==> src/rtl/mem_loader.sv <==
// Framed byte-stream loader feeding the 256 x 8 data memory write port: address, length, payload.
// Optional trailing checksum byte is enabled by defining CHECKSUM_EN.
module mem_loader #(
    parameter int ADDR_W  = 8,
    parameter int DATA_W  = 8,
    parameter int TIMEOUT = 1023
) (
    input  logic              clk,
    input  logic              rst,
    input  logic              in_valid,
    input  logic [DATA_W-1:0] in_data,
    output logic              in_ready,
    output logic              mem_write_en,
    output logic [ADDR_W-1:0] mem_addr,
    output logic [DATA_W-1:0] mem_write_data,
    output logic              busy,
    output logic              done,
    output logic              err
);

    localparam int IDLE_W = (TIMEOUT > 1) ? $clog2(TIMEOUT) : 1;
    localparam logic [IDLE_W-1:0] IDLE_LAST = IDLE_W'(TIMEOUT - 1);

    typedef enum logic [2:0] {S_IDLE, S_LEN, S_DATA, S_CHK, S_DONE} state_t;

    state_t              state_q;
    logic                ready_q;
    logic                busy_q;
    logic                done_q;
    logic                err_q;
    logic                we_q;
    logic [ADDR_W-1:0]   addr_q;
    logic [DATA_W-1:0]   wdata_q;
    logic [ADDR_W-1:0]   ptr_q;
    logic [ADDR_W:0]     count_q;
    logic [IDLE_W-1:0]   idle_q;
`ifdef CHECKSUM_EN
    logic [DATA_W-1:0]   sum_q;
`endif
    logic                accept;

    // Reset must block acceptance combinationally so a byte offered during rst is never taken.
    assign in_ready       = ready_q && !rst;
    assign accept         = in_valid && in_ready;
    assign mem_write_en   = we_q;
    assign mem_addr       = addr_q;
    assign mem_write_data = wdata_q;
    assign busy           = busy_q;
    assign done           = done_q;
    assign err            = err_q;

    always_ff @(posedge clk) begin
        if (rst) begin
            state_q <= S_IDLE;
            ready_q <= 1'b1;
            busy_q  <= 1'b0;
            done_q  <= 1'b0;
            err_q   <= 1'b0;
            we_q    <= 1'b0;
            addr_q  <= '0;
            wdata_q <= '0;
            ptr_q   <= '0;
            count_q <= '0;
            idle_q  <= '0;
`ifdef CHECKSUM_EN
            sum_q   <= '0;
`endif
        end else begin
            we_q   <= 1'b0;
            done_q <= 1'b0;
            if (accept) idle_q <= '0;
            case (state_q)
                S_IDLE: if (accept) begin
                    ptr_q   <= ADDR_W'(in_data);
                    err_q   <= 1'b0;
                    busy_q  <= 1'b1;
                    state_q <= S_LEN;
`ifdef CHECKSUM_EN
                    sum_q   <= in_data;
`endif
                end
                S_LEN: if (accept) begin
                    // A zero length byte encodes a full 256-byte frame.
                    count_q <= (in_data == '0) ? {1'b1, {ADDR_W{1'b0}}} : (ADDR_W+1)'(in_data);
                    state_q <= S_DATA;
`ifdef CHECKSUM_EN
                    sum_q   <= sum_q + in_data;
`endif
                end
                S_DATA: if (accept) begin
                    we_q    <= 1'b1;
                    addr_q  <= ptr_q;
                    wdata_q <= in_data;
                    ptr_q   <= ptr_q + ADDR_W'(1);
                    count_q <= count_q - (ADDR_W+1)'(1);
`ifdef CHECKSUM_EN
                    sum_q   <= sum_q + in_data;
                    if (count_q == (ADDR_W+1)'(1)) state_q <= S_CHK;
`else
                    if (count_q == (ADDR_W+1)'(1)) begin
                        state_q <= S_DONE;
                        ready_q <= 1'b0;
                        done_q  <= 1'b1;
                    end
`endif
                end
`ifdef CHECKSUM_EN
                S_CHK: if (accept) begin
                    state_q <= S_DONE;
                    ready_q <= 1'b0;
                    done_q  <= 1'b1;
                    if (DATA_W'(sum_q + in_data) != '0) err_q <= 1'b1;
                end
`endif
                default: begin
                    state_q <= S_IDLE;
                    ready_q <= 1'b1;
                    busy_q  <= 1'b0;
                end
            endcase
            if (TIMEOUT > 0 && !accept &&
                (state_q == S_LEN || state_q == S_DATA || state_q == S_CHK)) begin
                if (idle_q == IDLE_LAST) begin
                    state_q <= S_IDLE;
                    err_q   <= 1'b1;
                    busy_q  <= 1'b0;
                    idle_q  <= '0;
                end else begin
                    idle_q <= idle_q + IDLE_W'(1);
                end
            end
        end
    end

endmodule

==> config.mk <==
export PLATFORM = sky130hd
export DESIGN_NAME = mem_loader
export DESIGN_NICKNAME = d
export VERILOG_FILES = /design/src/rtl/mem_loader.sv
export SDC_FILE = /design/constraint.sdc
export NUM_CORES = 1
export LEC_CHECK = 0
export CAP_MARGIN = 5
export CORE_MARGIN = 1.5
export CORE_UTILIZATION = 30
export DETAILED_ROUTE_END_ITERATION = 7
export GPL_ROUTABILITY_DRIVEN = 1
export SLEW_MARGIN = 0
export SYNTH_ARGS = -nofsm -noshare
export SYNTH_HDL_FRONTEND = slang
export SYNTH_SLANG_ARGS = --single-unit
==> constraint.sdc <==
create_clock -name clk -period 1.57 [get_ports clk]
set_input_delay 0.2355 -clock clk [delete_from_list [all_inputs] [get_ports clk]]
set_output_delay 0.2355 -clock clk [all_outputs]
set_load 0.02 [all_outputs]
# After elaboration in Yosys (flattened, before gate mapping)
# Cells that the tools add are included.
# Widths: inputs -> output; s select.
totals:
  reg_bits: 51
  output_inout_bits: 21
  word_cells: 76
classes:
  add_sub_neg: 3
  eq_ne: 9
  muxes: 30
  bitwise_logic: 3
  n_reduce_logical: 20
ops:
  columns: ["operator", "n"]
  rows:
  - ["$mux 10", 3]
  - ["$mux 9", 3]
  - ["$mux 3", 6]
  - ["$pmux 9 s2", 1]
  - ["$mux 8", 2]
  - ["$pmux 8 s2", 1]
  - ["$mux 1", 11]
  - ["$add 10x1->10 const B", 1]
  - ["$eq 10x10->1 const B", 1]
  - ["$eq 9x1->1 const B", 1]
  - ["$pmux 3 s3", 1]
  - ["$reduce_and 3->1", 3]
  - ["$sub 9x1->9 const B", 1]
  - ["$add 8x1->8 const B", 1]
  - ["$logic_not 8->1", 1]
  - ["$ne 2x2->1 const B", 4]
  - ["$eq 3x2->1 const B", 2]
  - ["$reduce_bool 2->1", 3]
  - ["$reduce_or 2->1", 3]
  - ["$pmux 1 s2", 2]
  - ["$eq 3x1->1 const B", 1]
  - ["$logic_and 1x1->1", 3]
  - ["$logic_not 3->1", 1]
  - ["$not 1->1", 3]
  - ["other kinds (4)", 6]

# Logic depth before layout (Yosys ltp)
# Gate-level depths: netlist of run 1.
depth:
  depth_word: 7
  mapped_depth: 7

# Least setup slack after synthesis of run 1
# Ideal clock, no wire load.
synth_timing:
  kind: "reg-to-reg"
  startpoint: "register count_q[0]"
  endpoint: "register count_q[7]"
  arrival_time_ps: 1472
  required_ps: 1442
  slack_ps: -30
  stages_incl_launch_ff: 5
  synth_period_minus_slack_ps: 1600
  cell_sequence: "dfxtp_1 > or4_4 > or4_1 > a21oi_1 > o32ai_1"
synth_between:
  elab_chain_len: 3
synth_rtl:
  columns: ["element", "line", "text"]
  rows:
  - ["start: declaration", "35", "logic [ADDR_W:0] count_q;"]
  - ["start signal: assignment", "84", "count_q <= (in_data == '0) ? {1'b1, {ADDR_W{1'b0}}} : (ADDR_W+1)'(in_data);"]
  - ["start signal: assignment", "95", "count_q <= count_q - (ADDR_W+1)'(1);"]
  - ["$sub 9x1->9", "95", null]
  - ["$mux 9", "90", "S_DATA: if (accept) begin"]
  - ["$pmux 9 s2", "72", "case (state_q)"]
# Every way passes these cells. The select of a mux whose other input is x is not followed.
# A chain may end at the register's enable or synchronous reset.

# Worst setup path in the final report of run 1
# Same ends and word-level chain as after synthesis.

==> metrics.txt, run 1 <==
CTS Hold Buffers Added 0; Syn Nets 320; Core Box Area 0.00781 mm²; root buffer selected by CTS clkbuf_8; Post-synth EDFFs 0; Yosys top cell by area dfxtp_1; clock latency on the worst-skew pair 300 ps; Final Cycle Share 102%; Startpoint Class register; critical path class reg -> reg; ANT nets after route 0; Worst VDD drop 457 µV; Yosys cell types 51; clk buf depth 2; Tmin final 1610 ps; leakage 1.22 nW; Worst Setup End Kind register; initial antenna violation count 0; share of layout cells above drive strength 1 24.1%; clock sink total 51; GPL Wtd Cong 0.856; Post-synth ARST share 0%; status complete, but fails checks; average wire per standard cell 13.7 µm; Port Buf Inserts 31; top cell type's share of synthesized area 41.7%; Slew Viols, Final 0; Reg area 0.00103 mm²; Avg Synthesized Cell Area 8.06 µm²; Area Overhead vs Synth 39.5%; diodes inserted 0; Required @ worst endpoint 1750 ps; via count 2447; CTS H-Tree Depth 2; Initial DRC Count 163; Die Area 0.00872 mm²; Setup violations, final 1; die width 93.4 µm; # IOs 32; area occupied by multi-input gates 0.00140 mm²; GRT Overall Usage 15.0%; layout net count 392; Arr. time, crit path 1790 ps; RSZ-0062 raised after global routing true; die height 93.4 µm; Min-Delay Path Class reg -> reg; final hold violation count 0; clock slew at reported path FFs 100 ps; clock skew 4.21 ps; Gate Count Post-Synth 304; first-pass GRT wire length 10.6 mm; number of max-cap violations 0; starting density of the core 31.4%; DR DRC count 0; pre-CTS setup slack -355 ps; synthesized flop and latch total 51; DRT Pass-1 Iters 5; Routed WL 6.56 mm; sequential share of the synthesized area 41.7%; num rows 32; top cells by area, synth dfxtp_1 (42%), a21oi_1 (8.4%), nand2_1 (7.4%); DP Wirelength 4.64 mm; Rel. slew slack 69.5%; grt total ovfl 0; setup ws final -37.6 ps; Synthesis Warnings 0; # fillers 805; ys flop type dfxtp_1; CTS tree built; Peak Freq 622 MHz; violated checks setup timing; Pwr Density 769 mW/mm²; measured slew at the worst slew-check pin 458 ps; CP Max Fanout 2; largest net degree at the start of global routing 23; Vias per Instance 5.11; Num CTS Buffers 5; vias in the first global route 2293; Mapped Area 0.00245 mm²; Hold Slack 457 ps
==> critical path, cell delays in order, from the launching register on <==
cell	delay, ps
dfxtp_2	330
or4_4	540
or4_4	430
a21oi_2	120
o32ai_1	80
==> worst paths after layout <==
kind                            slack [ps]  cells past startpoint                startpoint                        to
worst max-delay path                   -40                      4   count_q[0]$_SDFFE_PP0P_   count_q[7]$_SDFFE_PP0P_
worst min-delay path                   460                      2  mem_addr[4]$_SDFFE_PP0P_  mem_addr[4]$_SDFFE_PP0P_
worst max register to register         -40                      4   count_q[0]$_SDFFE_PP0P_   count_q[7]$_SDFFE_PP0P_
worst min register to register         460                      2  mem_addr[4]$_SDFFE_PP0P_  mem_addr[4]$_SDFFE_PP0P_
==> sequential cells by signal (all words and copies together), names as in the netlist <==
name and cells:
idle_q 10, mem_write_en 1, count_q 9, busy 1, mem_addr 8, state_q 3
done 1, ptr_q 8, ready_q 1, mem_write_data 8, err 1
==> cells in the mapped netlist (4+ instances only) <==
cell type / instances
a21oi_1: 41
or3_1: 4
nor4_1: 4
nand3_1: 11
clkbuf_1: 6
and2_1: 5
nand2b_1: 5
or4_1: 4
nand2_1: 48
buf_2: 5
a211oi_1: 5
dfxtp_1: 51
a311oi_1: 5
o21ai_0: 24
inv_1: 5
nor3_1: 6
nor3b_1: 5
and4_1: 4
nor2_1: 17
ha_1: 5
==> timing repair <==
| item | CTS | global route |
|---|---|---|
| endpoints found under the hold margin | 0 | 0 |
| buffers inserted | 0 | 2 |
| pin swaps | 0 | 5 |
| setup endpoints to repair | 8 | 30 |
| cloned | 0 | 1 |
| resized for setup | 5 | 27 |
==> report_power, final <==
group	total [mW]	switching (mW)	internal, mW
clock network	0.962	0.445	0.517
registers	1.34	0.0258	1.32
logic	0.324	0.159	0.165
==> placed cells by master, fill, tap and decap left out, types with 3 or more instances in the layout <==
cell / count
a211oi_1: 5
a21oi_1: 40
a311oi_1: 4
a31oi_1: 3
and2_1: 5
and4_1: 4
buf_4: 47
clkbuf_8: 6
clkdlybuf4s50_1: 29
dfxtp_1: 46
dfxtp_4: 3
ha_1: 4
inv_1: 4
nand2_1: 48
nand2b_1: 5
nand3_1: 10
nand4_1: 3
nor2_1: 17
nor2b_1: 3
nor3_1: 5
nor3b_2: 3
nor4_1: 4
o21ai_0: 21
or3_1: 4
or4_4: 4
==> metrics by stage <==
stage,TNS (ps),std cells,area (µm²),power [mW],utilization (%)
floorplan,-0.150,304,2450,1.52,-
global placement,-7300,468,3170,1.67,40.6
detailed placement,-9490,468,3170,1.67,40.6
CTS,-30.2,476,3290,2.62,42.2
global route,-117,479,3420,2.74,43.8
finish,-37.6,479,3420,2.63,43.8
==> kinds of logic (layout without fill, tap and decap cells) <==
group	Yosys count	after routing	share of synthesized area (%)
AOI/OAI and AO/OA	94	94	22.8
and+or+nand+nor	130	131	27.9
buffers and inverters	23	95	4.75
xor gates and xnor gates	1	1	0.357
DFF	51	51	41.7
adders and majority gates	5	5	2.55
==> final cells by class <==
class | instances | share of cell area (%)
multi-input cells | 231 | 41.0
clock inverters | 2 | 1.02
clock buffers | 6 | 2.42
repair buffers | 81 | 20.9
well taps | 102 | 3.73
flip-flops and latches | 51 | 30.3
inverters | 6 | 0.659
==> per-layer routing <==
layer / part of all wire [%] / vias to the layer above / GRT usage [%]
li1: - / 1249 / -
met1: 46 / 1145 / 19.4
met2: 49 / 47 / 25.9
met3: 3.8 / 6 / 2.60
met4: 1.0 / 0 / 3.66
met5: 0 / - / 0
Power figures use the tool's default switching activity.
==> inputs of run 2 (changes only) <==
--- a/config.mk
+++ b/config.mk
@@ -10,6 +10,7 @@
 export CORE_UTILIZATION = 30
 export DETAILED_ROUTE_END_ITERATION = 7
 export GPL_ROUTABILITY_DRIVEN = 1
+export PLACE_DENSITY = 0.57
 export SLEW_MARGIN = 0
 export SYNTH_ARGS = -nofsm -noshare
 export SYNTH_HDL_FRONTEND = slang
==> run 2 against run 1 <==
Worst setup slack worse by 9.1 ps. Clock skew up 3.1 ps. Die area stayed put. Worst hold slack worse by 20 ps. Largest cell class unchanged. Clock power fell by 19%. Sequential power is essentially flat. The run still ends with setup timing left. First-iteration DRC count is 6.7% lower. Fmax is 0.56% lower.
==> metrics.txt, run 2 (synthesis gave the netlist of run 1 again) <==
via count 2444 (was 2447); Arr. time, crit path 1810 ps (was 1790 ps); clock sink total 51 (unchanged); DRT Pass-1 Iters 4 (was 5); commonest non-fill, non-tap cell in the layout buf_4 (was nand2_1); clk buf depth 2 (unchanged); ANT nets after route 0 (unchanged); Pwr Density 720 mW/mm² (was 769 mW/mm²); Comb pwr share 13.3% (was 12.3%); wl on met1 3.16 mm (was 3.04 mm); Worst path depth 4 (unchanged); vias in the first global route 2230 (was 2293); DR DRC count 0 (unchanged); Min-Delay Path Class in -> reg (was reg -> reg); clock latency on the worst-skew pair 310 ps (was 300 ps); Biggest register idle_q (unchanged); CTS tree built (unchanged); Peak Freq 619 MHz (was 622 MHz); clock skew 7.27 ps (was 4.21 ps); GPL Wtd Cong 0.833 (was 0.856); number of max-cap violations 0 (unchanged); Setup violations, final 1 (unchanged); Die Area 0.00872 mm² (unchanged); Met3 Routed Length 387 µm (was 247 µm); Pwr Total 2.45 mW (was 2.63 mW); CP peak stage delay 530 ps (was 540 ps); status complete, but fails checks (unchanged); Hold Path Depth 3 (was 2); Worst VDD drop 328 µV (was 457 µV); Num CTS Buffers 5 (unchanged); violated checks setup timing (unchanged); share of layout cells above drive strength 1 24.4% (was 24.1%); Rel. slew slack 68.5% (was 69.5%); grt total ovfl 0 (unchanged); Worst Setup End Kind register (unchanged); clock power share 32.0% (was 36.6%); average wire per standard cell 13.4 µm (was 13.7 µm); starting density of the core 31.4% (unchanged); num rows 32 (unchanged); DP Wirelength 4.57 mm (was 4.64 mm); CP Max Fanout 2 (unchanged); Worst R2R Path Depth 4 (unchanged); setup tns final -46.7 ps (was -37.6 ps); leakage 1.22 nW (about the same); Vias per Instance 5.02 (was 5.11); setup ws final -46.7 ps (was -37.6 ps); Startpoint Class register (unchanged); die height 93.4 µm (unchanged); Core Box Area 0.00781 mm² (unchanged); NetSw 0.655 mW (was 0.631 mW); die width 93.4 µm (unchanged); max FFs per register 10 (unchanged); measured slew at the worst slew-check pin 471 ps (was 458 ps); Slew Viols, Final 0 (unchanged); Buf/Inv on CP 0 (unchanged); Port Buf Inserts 31 (unchanged); largest net degree at the start of global routing 34 (was 23); Pint 1.79 mW (was 2.00 mW); Routed WL 6.50 mm (was 6.56 mm); Tmin final 1620 ps (was 1610 ps); first-pass GRT wire length 10.5 mm (was 10.6 mm); initial antenna violation count 0 (unchanged); RSZ-0062 raised after global routing true (unchanged); leading registers by flop count idle_q: 10 flops, count_q: 9 flops (unchanged); most frequent cells in the layout buf_4 (56), nand2_1 (48), dfxtp_1 (45) (was nand2_1 (48), buf_4 (47), dfxtp_1 (46)); GRT Overall Usage 15.1% (was 15.0%); WL met2 2.92 mm (was 3.20 mm); clock slew at reported path FFs 100 ps (about the same); diodes inserted 0 (unchanged); CTS Hold Buffers Added 0 (unchanged); CTS H-Tree Depth 2 (unchanged); Net Sw Frac 26.7% (was 24.0%); crit-path leading delay family simple AND/OR/NAND/NOR gates (unchanged); Hold Slack 437 ps (was 457 ps); Seq pwr share 54.7% (was 51.1%); Max Used Layer met4 (unchanged); Initial DRC Count 152 (was 163); slowest CP cell or4_4 (unchanged); root buffer selected by CTS clkbuf_8 (unchanged); Area Overhead vs Synth 38.7% (was 39.5%); Final Cycle Share 103% (was 102%); crit-path most repeated cell or4_4 (unchanged); Cell Chain, Critical Path or4_4, or4_4, a21oi_2, o32ai_1 (unchanged); critical path class reg -> reg (unchanged); final hold violation count 0 (unchanged); layout net count 400 (was 392); # IOs 32 (unchanged); Required @ worst endpoint 1770 ps (was 1750 ps)
[run 2: cell types whose count changed in the layout (fill, tap and decap cells not counted), moves of 2 or more]
cell,change
buf_4,+9
o21ai_1,+4
o21ai_0,-3
buf_12,-2
clkinvlp_4,+2
dfxtp_2,+2
inv_2,-2
o22ai_1,+2
o22ai_2,-2
[run 2: power by group through the flow]
stage	Combinational (mW)	Sequential (mW)	Clock [mW]
finish	0.327	1.34	0.783
global route	0.360	1.34	0.860
CTS	0.303	1.34	0.811
detailed placement	0.301	1.37	0
global placement	0.302	1.37	0
floorplan	0.148	1.37	0
[run 2: worst register-to-register path, stage by stage (launching register included)]
cell and delay [ps]:
dfxtp_2 330, or4_4 530, or4_4 430, a21oi_2 120, o32ai_1 80
[run 2: routing by layer]
metal | track usage, % | vias up
li1 | - | 1252
met1 | 20.4 | 1121
met2 | 24.6 | 66
met3 | 2.76 | 5
met4 | 3.91 | 0
met5 | 0 | -
[run 2: worst paths after layout]
kind / from / to / slack [ps]
setup reg to reg: count_q[0]$_SDFFE_PP0P_ / count_q[7]$_SDFFE_PP0P_ / -50
hold / removal: rst / err$_SDFF_PP0_ / 440
hold reg to reg: mem_write_data[4]$_SDFFE_PP0P_ / mem_write_data[4]$_SDFFE_PP0P_ / 460
setup / recovery: count_q[0]$_SDFFE_PP0P_ / count_q[7]$_SDFFE_PP0P_ / -50
[run 2: per-stage QoR]
step / setup WS (ps) / area (µm²) / util (%) / std cells
6_report: -46.7 / 3400 / 43.6 / 487
5_1_grt: -114 / 3400 / 43.6 / 487
4_1_cts: -54.6 / 3260 / 41.7 / 477
3_5_place_dp: -306 / 3160 / 40.5 / 469
3_3_place_gp: -294 / 3160 / 40.5 / 469
2_1_floorplan: -0.150 / 2450 / - / 304
[run 2: final cells by class]
cell class / count / area [µm²]
clock buffers: 5 / 68.8
clock inverters: 3 / 20.0
fillers: 794 / 4410
inverters: 6 / 25.0
multi-input cells: 230 / 1360
flip-flops and latches: 51 / 1030
well taps: 102 / 128
repair buffers: 90 / 762
[run 2: repair_timing]
item,4_1_cts,5_1_grt
cloned,0,1
pin swaps,0,4
setup endpoints to repair,8,34
setup buffers,0,9
resized for setup,3,30
